### src/rtl/iter_div.sv
// Multi-cycle radix-2 restoring integer divider, signed or unsigned per operation.
// One quotient bit per clock; sign fix-up applied on the final step so results leave registered.
module iter_div #(
    parameter int unsigned WIDTH = 32
) (
    input  logic             clk,
    input  logic             resetn,
    input  logic             flush,
    input  logic             in_valid,
    output logic             in_ready,
    input  logic             signed_op,
    input  logic [WIDTH-1:0] dividend,
    input  logic [WIDTH-1:0] divisor,
    output logic             out_valid,
    input  logic             out_ready,
    output logic [WIDTH-1:0] quotient,
    output logic [WIDTH-1:0] remainder,
    output logic             div_by_zero
);

    localparam int unsigned CW = (WIDTH > 1) ? $clog2(WIDTH) : 1;

    typedef enum logic [1:0] {
        S_IDLE = 2'd0,
        S_CALC = 2'd1,
        S_DONE = 2'd2
    } state_e;

    state_e           state_q, state_d;
    logic [CW-1:0]    cnt_q, cnt_d;
    logic [WIDTH-1:0] prem_q, prem_d;     // partial remainder
    logic [WIDTH-1:0] qacc_q, qacc_d;     // dividend bits shifting out, quotient bits shifting in
    logic [WIDTH-1:0] dvs_q, dvs_d;       // |divisor|
    logic             qneg_q, qneg_d;
    logic             rneg_q, rneg_d;
    logic [WIDTH-1:0] quo_q, quo_d;
    logic [WIDTH-1:0] rem_q, rem_d;
    logic             dbz_q, dbz_d;

    logic [WIDTH:0]   prem_sh;
    logic [WIDTH:0]   trial;
    logic             qbit;
    logic [WIDTH-1:0] prem_next;
    logic [WIDTH-1:0] qacc_next;
    logic [WIDTH-1:0] dvd_abs;
    logic [WIDTH-1:0] dvs_abs;

    // One restoring step: shift in next dividend bit, trial-subtract |divisor|.
    assign prem_sh   = {prem_q, qacc_q[WIDTH-1]};
    assign trial     = prem_sh - {1'b0, dvs_q};
    assign qbit      = ~trial[WIDTH];
    assign prem_next = qbit ? trial[WIDTH-1:0] : prem_sh[WIDTH-1:0];
    assign qacc_next = {qacc_q[WIDTH-2:0], qbit};

    assign dvd_abs = (signed_op && dividend[WIDTH-1]) ? (~dividend + WIDTH'(1)) : dividend;
    assign dvs_abs = (signed_op && divisor[WIDTH-1])  ? (~divisor + WIDTH'(1))  : divisor;

    always_comb begin
        state_d   = state_q;
        cnt_d     = cnt_q;
        prem_d    = prem_q;
        qacc_d    = qacc_q;
        dvs_d     = dvs_q;
        qneg_d    = qneg_q;
        rneg_d    = rneg_q;
        quo_d     = quo_q;
        rem_d     = rem_q;
        dbz_d     = dbz_q;
        in_ready  = 1'b0;
        out_valid = 1'b0;

        case (state_q)
            S_IDLE: begin
                in_ready = 1'b1;
            end
            S_CALC: begin
                cnt_d  = cnt_q - CW'(1);
                prem_d = prem_next;
                qacc_d = qacc_next;
                quo_d  = qneg_q ? (~qacc_next + WIDTH'(1)) : qacc_next;
                rem_d  = rneg_q ? (~prem_next + WIDTH'(1)) : prem_next;
                if (cnt_q == '0) begin
                    state_d = S_DONE;
                end
            end
            S_DONE: begin
                out_valid = 1'b1;
                in_ready  = out_ready;
                if (out_ready) begin
                    state_d = S_IDLE;
                end
            end
            default: begin
                state_d = S_IDLE;
            end
        endcase

        // Accept; a zero divisor bypasses the iteration entirely.
        if (in_valid && in_ready && !flush) begin
            prem_d = '0;
            qacc_d = dvd_abs;
            dvs_d  = dvs_abs;
            qneg_d = signed_op & (dividend[WIDTH-1] ^ divisor[WIDTH-1]);
            rneg_d = signed_op & dividend[WIDTH-1];
            cnt_d  = CW'(WIDTH - 1);
            if (divisor == '0) begin
                state_d = S_DONE;
                quo_d   = '1;
                rem_d   = dividend;
                dbz_d   = 1'b1;
            end else begin
                state_d = S_CALC;
                dbz_d   = 1'b0;
            end
        end

        if (flush) begin
            state_d = S_IDLE;
        end
    end

    always_ff @(posedge clk or negedge resetn) begin
        if (!resetn) begin
            state_q <= S_IDLE;
            cnt_q   <= '0;
            prem_q  <= '0;
            qacc_q  <= '0;
            dvs_q   <= '0;
            qneg_q  <= 1'b0;
            rneg_q  <= 1'b0;
            quo_q   <= '0;
            rem_q   <= '0;
            dbz_q   <= 1'b0;
        end else begin
            state_q <= state_d;
            cnt_q   <= cnt_d;
            prem_q  <= prem_d;
            qacc_q  <= qacc_d;
            dvs_q   <= dvs_d;
            qneg_q  <= qneg_d;
            rneg_q  <= rneg_d;
            quo_q   <= quo_d;
            rem_q   <= rem_d;
            dbz_q   <= dbz_d;
        end
    end

    assign quotient    = quo_q;
    assign remainder   = rem_q;
    assign div_by_zero = dbz_q;

endmodule

### config.mk
export PLATFORM = sky130hd
export DESIGN_NAME = iter_div
export DESIGN_NICKNAME = d
export VERILOG_FILES = /design/src/rtl/iter_div.sv
export SDC_FILE = /design/constraint.sdc
export NUM_CORES = 1
export LEC_CHECK = 0
export BUFFER_PORTS_ARGS = -buffer_cell sky130_fd_sc_hd__buf_2
export CORE_MARGIN = 1.5
export CORE_UTILIZATION = 60
export CTS_CLUSTER_DIAMETER = 100
export DETAILED_ROUTE_END_ITERATION = 10
export PLACE_DENSITY = 0.81
export SLEW_MARGIN = 15
export SYNTH_ARGS = -nofsm -noshare
export SYNTH_HDL_FRONTEND = slang
export SYNTH_SLANG_ARGS = --single-unit
### constraint.sdc
create_clock -name clk -period 4.79 [get_ports clk]
set_clock_uncertainty 0.05 [all_clocks]
set_input_delay 0.479 -clock clk [delete_from_list [all_inputs] [get_ports clk]]
set_output_delay 0.479 -clock clk [all_outputs]
set_load 0.01 [all_outputs]
After elaboration in Yosys (flattened, before gate mapping)
Cells that the tools add are included.

operators by class
  eq/ne operators = 5
  $mul = 0
  magnitude comparators = 0
  bitwise operators = 8
  $add $sub $neg = 6
  div/mod/pow operators = 0
  reductions and logical operators = 10
  multiplexer cells = 26
  shift operators = 0

operator list
  kind                     number
  $mux W32                 15
  $add A32 B1 Y32 const B  4
  $not A32 Y32             4
  $sub A33 B32 Y33         1
  $logic_not A32 Y1        1
  $mux W2                  5
  $mux W5                  2
  $ne A4 B4 Y1 const B     2
  $pmux W2 S3              1
  $logic_not A5 Y1         1
  $sub A5 B1 Y5 const B    1
  $logic_and A1 B1 Y1      4
  $ne A3 B3 Y1 const B     1
  $reduce_and A3 Y1        1
  $and A1 B1 Y1            2
  $eq A2 B1 Y1 const B     1
  $eq A2 B2 Y1 const B     1
  $logic_not A2 Y1         1
  $mux W1                  2
  $pmux W1 S2              1
  $reduce_bool A2 Y1       1
  $logic_not A1 Y1         1
  $not A1 Y1               1
  $xor A1 B1 Y1            1

word-level totals
  input port bits = 70
  ROM bits = 0
  register bits = 170
  RAM bits = 0
  bits in latches = 0
  output and inout bits = 67
  memories = 0

Depth between registers and ports, before layout
Gate-level depths: netlist of run 1.

  depth in word-level cells = 8
  gate-level depth with buffers = 23
  depth with buffers taken out = 20

Worst setup path after synthesis of run 1
OpenSTA, ideal clock, no wires.

  path kind = register to register
  from = register qacc_q[31]
  to = register rem_q[30] (netlist: remainder[30])
  cell stages (with the launch flop) = 24
  buffers on the path = 3
  library setup time = 131 ps
  arrival time = 4,070 ps
  setup slack = 540 ps
  period minus slack after synthesis = 4,250 ps
  data required time = 4,609 ps
  cell sequence = dfrtp_1 > inv_1 > ha_1 > inv_1 > fa_1 > a211o_1 > a21o_1 > o2111ai_2 > a21boi_0 > o211a_1 > buf_6 > inv_2 > buf_2 > buf_2 > nor2_1 > a21oi_1 > ha_1 > inv_1 > nor2_1 > a22o_1 > nand3_1 > o31ai_1 > xor2_1 > o21ai_1

between the ends
  word-level cells in the longest chain between the ends = 8

ends and longest elaborated chain
  what                      RTL line  RTL
  start: declaration        32        logic [WIDTH-1:0] qacc_q, qacc_d;
  start signal: assignment  138       qacc_q <= qacc_d;
  $sub A33 B32 Y33          50        assign trial = prem_sh - {1'b0, dvs_q};
  $mux W32 *                52        assign prem_next = qbit ? trial[WIDTH-1:0] : prem_sh[WIDTH-1:0];
  $not A32 Y32              81        rem_d = rneg_q ? (~prem_next + WIDTH'(1)) : prem_next;
  $add A32 B1 Y32           81
  $mux W32 *                81
  $mux W32 *                72        case (state_q)
  $mux W32                  106       if (divisor == '0) begin
  $mux W32 *                99        if (in_valid && in_ready && !flush) begin
  via rem_d[30]             37        logic [WIDTH-1:0] rem_q, rem_d;
  end signal: assignment    143       rem_q <= rem_d;
  end: declaration          37

Mark *: on every way through the listed nets, which the timed path passes. The rest lies on a longest branch.
A chain may end at the register's enable or synchronous reset.

Worst setup path in the final report of run 1
Same ends and word-level chain as after synthesis.

==> results of run 1 <==
## state kept, by name, indices dropped and copies added, names as in the netlist
| name | cells |
|---|---|
| cnt_q | 5 |
| div_by_zero | 1 |
| dvs_q | 32 |
| prem_q | 32 |
| qacc_q | 32 |
| qneg_q | 1 |
| quotient | 32 |
| remainder | 32 |
| rneg_q | 1 |
| state_q | 2 |
## layout make-up
type,count,area share
Timing Repair Buffer,152,0.0601
Inverter,57,0.0157
Multi-Input combinational cell,1168,0.544
Sequential cell,170,0.312
Tap cell,270,0.0248
Clock inverter,14,0.0117
Clock buffer,17,0.0312
## power groups by stage
stage | combinational (mW) | sequential, mW | clock, mW
floorplan | 3.99 | 2.45 | 0
global placement | 5.23 | 2.46 | 0
detailed placement | 5.33 | 2.48 | 0
CTS | 5.37 | 2.46 | 1.39
global route | 6.02 | 2.55 | 1.45
finish | 5.45 | 2.48 | 1.38
## how the worst max path moves through the flow
stage / slack [ns] / depth (start not counted) / end
2_1_floorplan: 0.54 / 23 / remainder[30]
3_3_place_gp: 0.67 / 16 / remainder[29]
3_5_place_dp: 0.51 / 19 / remainder[30]
4_1_cts: 0.47 / 19 / remainder[30]
5_1_grt: 0.14 / 16 / remainder[13]
6_report: 0.42 / 19 / remainder[30]
## layer usage
| layer | part of all wire | routed length [um] | vias to the layer above |
|---|---|---|---|
| met2 | 0.47 | 14900 | 442 |
| met4 | 0.021 | 677 | 0 |
| met1 | 0.44 | 14200 | 5364 |
| met5 | 0 | 0 | - |
| met3 | 0.067 | 2150 | 56 |
| li1 | - | - | 5532 |
## per-stage QoR
step | hold WS (ns) | instances | area [sq um] | setup slack (ns)
after CTS | 0.0962 | 1848 | 13600 | 0.469
after global routing | 0.121 | 1848 | 13600 | 0.143
after floorplan | 0.133 | 1483 | 12300 | 0.540
after global placement | 0.408 | 1817 | 13000 | 0.669
final | 0.0376 | 1848 | 13600 | 0.418
after detailed placement | 0.416 | 1817 | 13000 | 0.509
## cells by family (layout without fill, tap and decap cells)
kind of cell / after synthesis / count (layout) / share of synthesized area
xor+xnor: 140 / 140 / 0.100
fa+ha+maj: 39 / 39 / 0.0404
mux: 31 / 31 / 0.0289
buf+inv: 145 / 240 / 0.0495
compound gates: 481 / 481 / 0.248
simple gates: 477 / 477 / 0.186
flops: 170 / 170 / 0.347
## cell usage in the layout, fill, tap and decap left out, drive strengths merged, types with 4 or more instances in the layout
cell type | netlist | layout
inv | 57 | 65
a21oi | 103 | 103
o211a | 4 | 4
mux2i | 26 | 26
a211oi | 8 | 8
o41ai | 9 | 9
and3 | 8 | 8
a31oi | 16 | 16
nor2b | 7 | 7
nand2 | 188 | 188
xor2 | 79 | 79
or3 | 18 | 18
a21o | 14 | 14
ha | 38 | 38
and2 | 12 | 12
dfrtp | 170 | 170
a211o | 4 | 4
o211ai | 34 | 34
clkbuf | 64 | 17
o21a | 4 | 4
a2111oi | 4 | 4
o31ai | 26 | 26
nand3 | 48 | 48
nor3 | 41 | 41
mux2 | 5 | 5
or4 | 19 | 19
nand4 | 9 | 9
o21ai | 182 | 182
buf | 24 | 152
a22oi | 35 | 35
a221o | 4 | 4
nor4 | 15 | 15
xnor2 | 61 | 61
nand2b | 4 | 4
nor2 | 89 | 89
and4 | 6 | 6
==> results.cfg, run 1 <==
[clock_tree]
cts_buffer_depth = 2
cts_hold_buf = 0
cts_setup_buffers = 0
cts_buffers = 17
clk_pin_slew_ns = 0.07
clk_latency_ns = 0.44
cts_resized = 0
cts_root_buf = clkbuf_16
htree_levels = 4
cts_tree = built
clkSinkCount = 170

[sta]
period_needed_ns = 4.37
max_clock_freq_mhz = 229
period_share = 0.913
rsz0062_at_grt = no
setup_viol = 0
setup-tns-final_ns = 0
drv_slew = 0
maxSlewHeadroom = 0.284
max_slew.worst_pin.slew_ns = 1.07
hold_viol = 0

[worst_setup_path]
r2r_cells = 19
endpoint_kind = register
r2r-start = qacc_q[31]
critPathBufInv = 4
crit_chain = inv_1 -> ha_1 -> inv_1 -> fa_1 -> a211o_1 -> a21o_1 -> o2111ai_2 -> a21boi_0 -> o211a_2 -> inv_2 -> mux2i_1 -> ha_1 -> inv_1 -> nor2_1 -> a22o_1 -> nand3_1 -> o31ai_1 -> xor2_1 -> o21ai_1
crit_path_start_kind = register
worst_path_largest_cell_delay_ns = 0.41
setup.worst_path.start = qacc_q[31]
path_class = register to register
r2r-end = remainder[30]
path_common_cell = inv_1
path_delay_family = compound AO/OA/AOI/OAI gates
cp_max_fo = 5
cp.arrival_ns = 4.61
rrSetupSlack_ns = 0.42
critPathSlowestCell = fa_1
required_ns = 5.03

[power]
combPwrFrac = 0.585
power.share.sequential = 0.267
power_mw = 9.31
power_leakage_nw = 5.94
p_clk_frac = 0.148
vdd_drop_max_uv = 440
internal_power_mw = 4.85
swShare = 0.479
p_switching_mw = 4.46
p_per_area_nw_per_um2 = 683

[drt]
first_iter_violations = 967
wl_per_cell_um = 17.3
firstDrtPassIters = 6
drc_errors = 0
routed_wl_mm = 31.9
via_per_inst = 6.17
antenna_left = 0
vias = 11400

[global_routing]
grt_pass1_wl_mm = 53.5
antenna_found_initial = 0
grt_max_degree = 111
grt_pass1_vias = 10800
met1_usage = 0.418
track_usage = 0.307
grt_util_met2 = 0.500
gr-usage-met3 = 0.0533
gr-total-overflow = 0
grt_busiest_layer = met2

[placement]
gp_congestion = 0.967
hpwl_mm = 24.0
numPortBuffers = 136

[floorplan]
row_count = 52
die_y_um = 146
coreArea_sq_um = 20100
start_util = 0.610
die_width_um = 146
dieArea_sq_um = 21300
boundaryPins = 137

[logic_synthesis]
synthArstFlopShare = 1.00
synth_area_leaders = dfrtp_1 35%, o21ai_0 6.7%, nand2_1 5.7%
synth_seq_cells = 170
synth.cell_area_sq_um = 12300
synth_edf_count = 0
postSynthCellCount = 1483
syn_avg_cell_area_sq_um = 8.26
synth.net_count = 1592
synth_cell_types = 80
synth-seq-area-share = 0.347
synth_most_common_cell = nand2_1
synth-warning-count = 0
synth_ff_type = dfrtp_1
synthTopCellsByCount = 186 x nand2_1, 170 x dfrtp_1, 165 x o21ai_0, 99 x a21oi_1, 88 x nor2_1
synth_area_leader_cell = dfrtp_1
yosysTopAreaCellShare = 0.347

[layout]
regArea_sq_um = 4250
drive_gt1_frac = 0.143
syn_to_final_growth_pct = 11.2
final_core_util = 0.678
fill_cells = 1668
multi_input_area_sq_um = 7420
n_antenna_cell = 0
final_nets = 1675

[run]
drv_cap = 0

[worst_hold_path]
hold_path_class = input pin to asynchronous set/reset pin

[status]
run_status = finished clean
Power figures use the tool's default switching activity.
==> run 2, diff against run 1 <==
--- a/config.mk
+++ b/config.mk
@@ -7,10 +7,10 @@
 export LEC_CHECK = 0
 export BUFFER_PORTS_ARGS = -buffer_cell sky130_fd_sc_hd__buf_2
 export CORE_MARGIN = 1.5
-export CORE_UTILIZATION = 60
+export CORE_UTILIZATION = 54
 export CTS_CLUSTER_DIAMETER = 100
 export DETAILED_ROUTE_END_ITERATION = 10
-export PLACE_DENSITY = 0.81
+export PLACE_DENSITY = 0.77
 export SLEW_MARGIN = 15
 export SYNTH_ARGS = -nofsm -noshare
 export SYNTH_HDL_FRONTEND = slang
==> constraint.sdc (replaced) <==
create_clock -name clk -period 3.9 [get_ports clk]
set_clock_uncertainty 0.05 [all_clocks]
set_input_delay 0.39 -clock clk [delete_from_list [all_inputs] [get_ports clk]]
set_output_delay 0.39 -clock clk [all_outputs]
set_load 0.01 [all_outputs]
==> results.cfg, run 2 (synthesis results as in run 1) <==
[sta]
maxSlewHeadroom = 0.365
period_share = 0.989
max_slew.worst_pin.slew_ns = 0.952
max_clock_freq_mhz = 259
setup_viol = 0
period_needed_ns = 3.86
drv_slew = 0
hold_viol = 29
holdWs_ns = -0.0410
rsz0062_at_grt = yes

[run]
drv_cap = 0

[layout]
final_core_util = 0.655
mostFrequentLayoutCells = 186 x nand2_1, 169 x dfrtp_1, 162 x o21ai_0, 135 x buf_2, 96 x a21oi_1
final_nets = 1731
syn_to_final_growth_pct = 17.7
drive_gt1_frac = 0.200
fill_cells = 1838
mostFrequentLayoutCell = nand2_1

[clock_tree]
cts_root_buf = clkbuf_16
clkSinkCount = 170
htree_levels = 4
clk_latency_ns = 0.44
cts_hold_buf = 0
cts_buffer_depth = 2
cts_tree = built
cts_buffers = 17
clk_pin_slew_ns = 0.07

[power]
power_leakage_nw = 6.24
power_mw = 12.6
vdd_drop_max_uv = 481
p_per_area_nw_per_um2 = 877

[drt]
vias = 11600
firstDrtPassIters = 5
via_per_inst = 6.03
antenna_left = 0
drc_errors = 0
wl_per_cell_um = 17.5
routed_wl_mm = 33.6
first_iter_violations = 887

[placement]
numPortBuffers = 136
hpwl_mm = 24.9
gp_congestion = 0.925

[global_routing]
grt_max_degree = 96
antenna_found_initial = 1
grt_pass1_wl_mm = 53.8
gr-total-overflow = 0
track_usage = 0.279
grt_pass1_vias = 10700

[worst_setup_path]
worst_path_largest_cell_delay_ns = 0.43
critPathSlowestCell = or4_4
path_class = register to register
cp.arrival_ns = 4.11
path_common_cell = inv_2
crit_chain = inv_2 -> ha_4 -> inv_2 -> fa_2 -> a211o_1 -> a21o_1 -> o2111ai_4 -> a21boi_2 -> o211a_4 -> buf_12 -> or4_4 -> o31ai_4 -> nand3_2 -> o41ai_4 -> xor2_1 -> o21ai_1
required_ns = 4.15
endpoint_kind = register
cp_max_fo = 6
crit_path_start_kind = register

[floorplan]
row_count = 54
die_y_um = 154
dieArea_sq_um = 23600
start_util = 0.556
coreArea_sq_um = 22000
boundaryPins = 137
die_width_um = 154

[status]
run_status = finished, violations left
violations = hold timing

[worst_hold_path]
hold_path_class = input pin to asynchronous set/reset pin
==> run 2: changes by cell type in the layout (fill, tap and decap cells not counted), sizes merged <==
cell | previous run | this run
diode | 0 | 1
clkbuf | 17 | 19
buf | 152 | 206
clkinv | 3 | 5
inv | 65 | 62
bufinv | 1 | 0
clkinvlp | 2 | 4
==> run 2: metal layers <==
metal,GRT usage,vias to the layer above,routed length [um]
met4,0.0906,0,822
li1,-,5649,-
met2,0.452,435,15600
met5,0,-,0
met1,0.386,5405,15200
met3,0.0389,65,2000
==> run 2: cell type report <==
type                       instances  area, sq um  area share
clock inverter                    14          138     0.00955
antenna                            1         2.50    0.000174
clock buffer                      17          425      0.0295
sequential                       170         4260       0.295
inverter                          57          221      0.0154
multi-input combinational       1168         7740       0.537
timing repair buffer             208         1290      0.0893
tap                              280          350      0.0243
==> run 2: through the flow <==
stage          std cells  setup WS, ns  cell area (sq um)  setup TNS (ns)
6_report            1915        0.0442              14400               0
5_1_grt             1914        -0.109              14400          -0.406
3_3_place_gp        1873         0.136              13400               0
2_1_floorplan       1483       -0.0216              12300         -0.0216
3_5_place_dp        1873       -0.0359              13400         -0.0637
4_1_cts             1905        0.0123              14000               0
==> run 2: power breakdown <==
group	internal [mW]	total, mW	switching [mW]
sequential	2.41	3.03	0.621
combinational	3.42	7.98	4.55
clock	0.838	1.64	0.797
==> run 2: path summary, 6_finish.rpt <==
check                           startpoint             to  slack [ns]  depth (start not counted)
worst max-delay path            qacc_q[31]  remainder[31]        0.04                         16
worst min-delay path                resetn    quotient[8]       -0.04                          1
worst max register to register  qacc_q[31]  remainder[31]        0.04                         16
worst min register to register   dvs_q[12]      dvs_q[12]        0.43                          2
max in group asynchronous           resetn     prem_q[22]        2.86                          2
min in group clk                     flush     state_q[1]        0.09                          2
==> run 2: repair_timing <==
item | in CTS | in global routing
resized for setup | 1 | 64
buffers inserted | 1 | 8
pin swaps | 1 | 17
cloned | 0 | 1
endpoints found under the setup margin | 2 | 31
==> run 2: worst max-delay path: cells and delay by family (launching register included) <==
kind	cells	cell delay, ns
AOI/OAI and AO/OA	8	1.70
and+or+nand+nor	2	0.59
adders and majority gates	2	0.47
DFF	1	0.40
buffers and inverters	3	0.28
xor gates and xnor gates	1	0.24
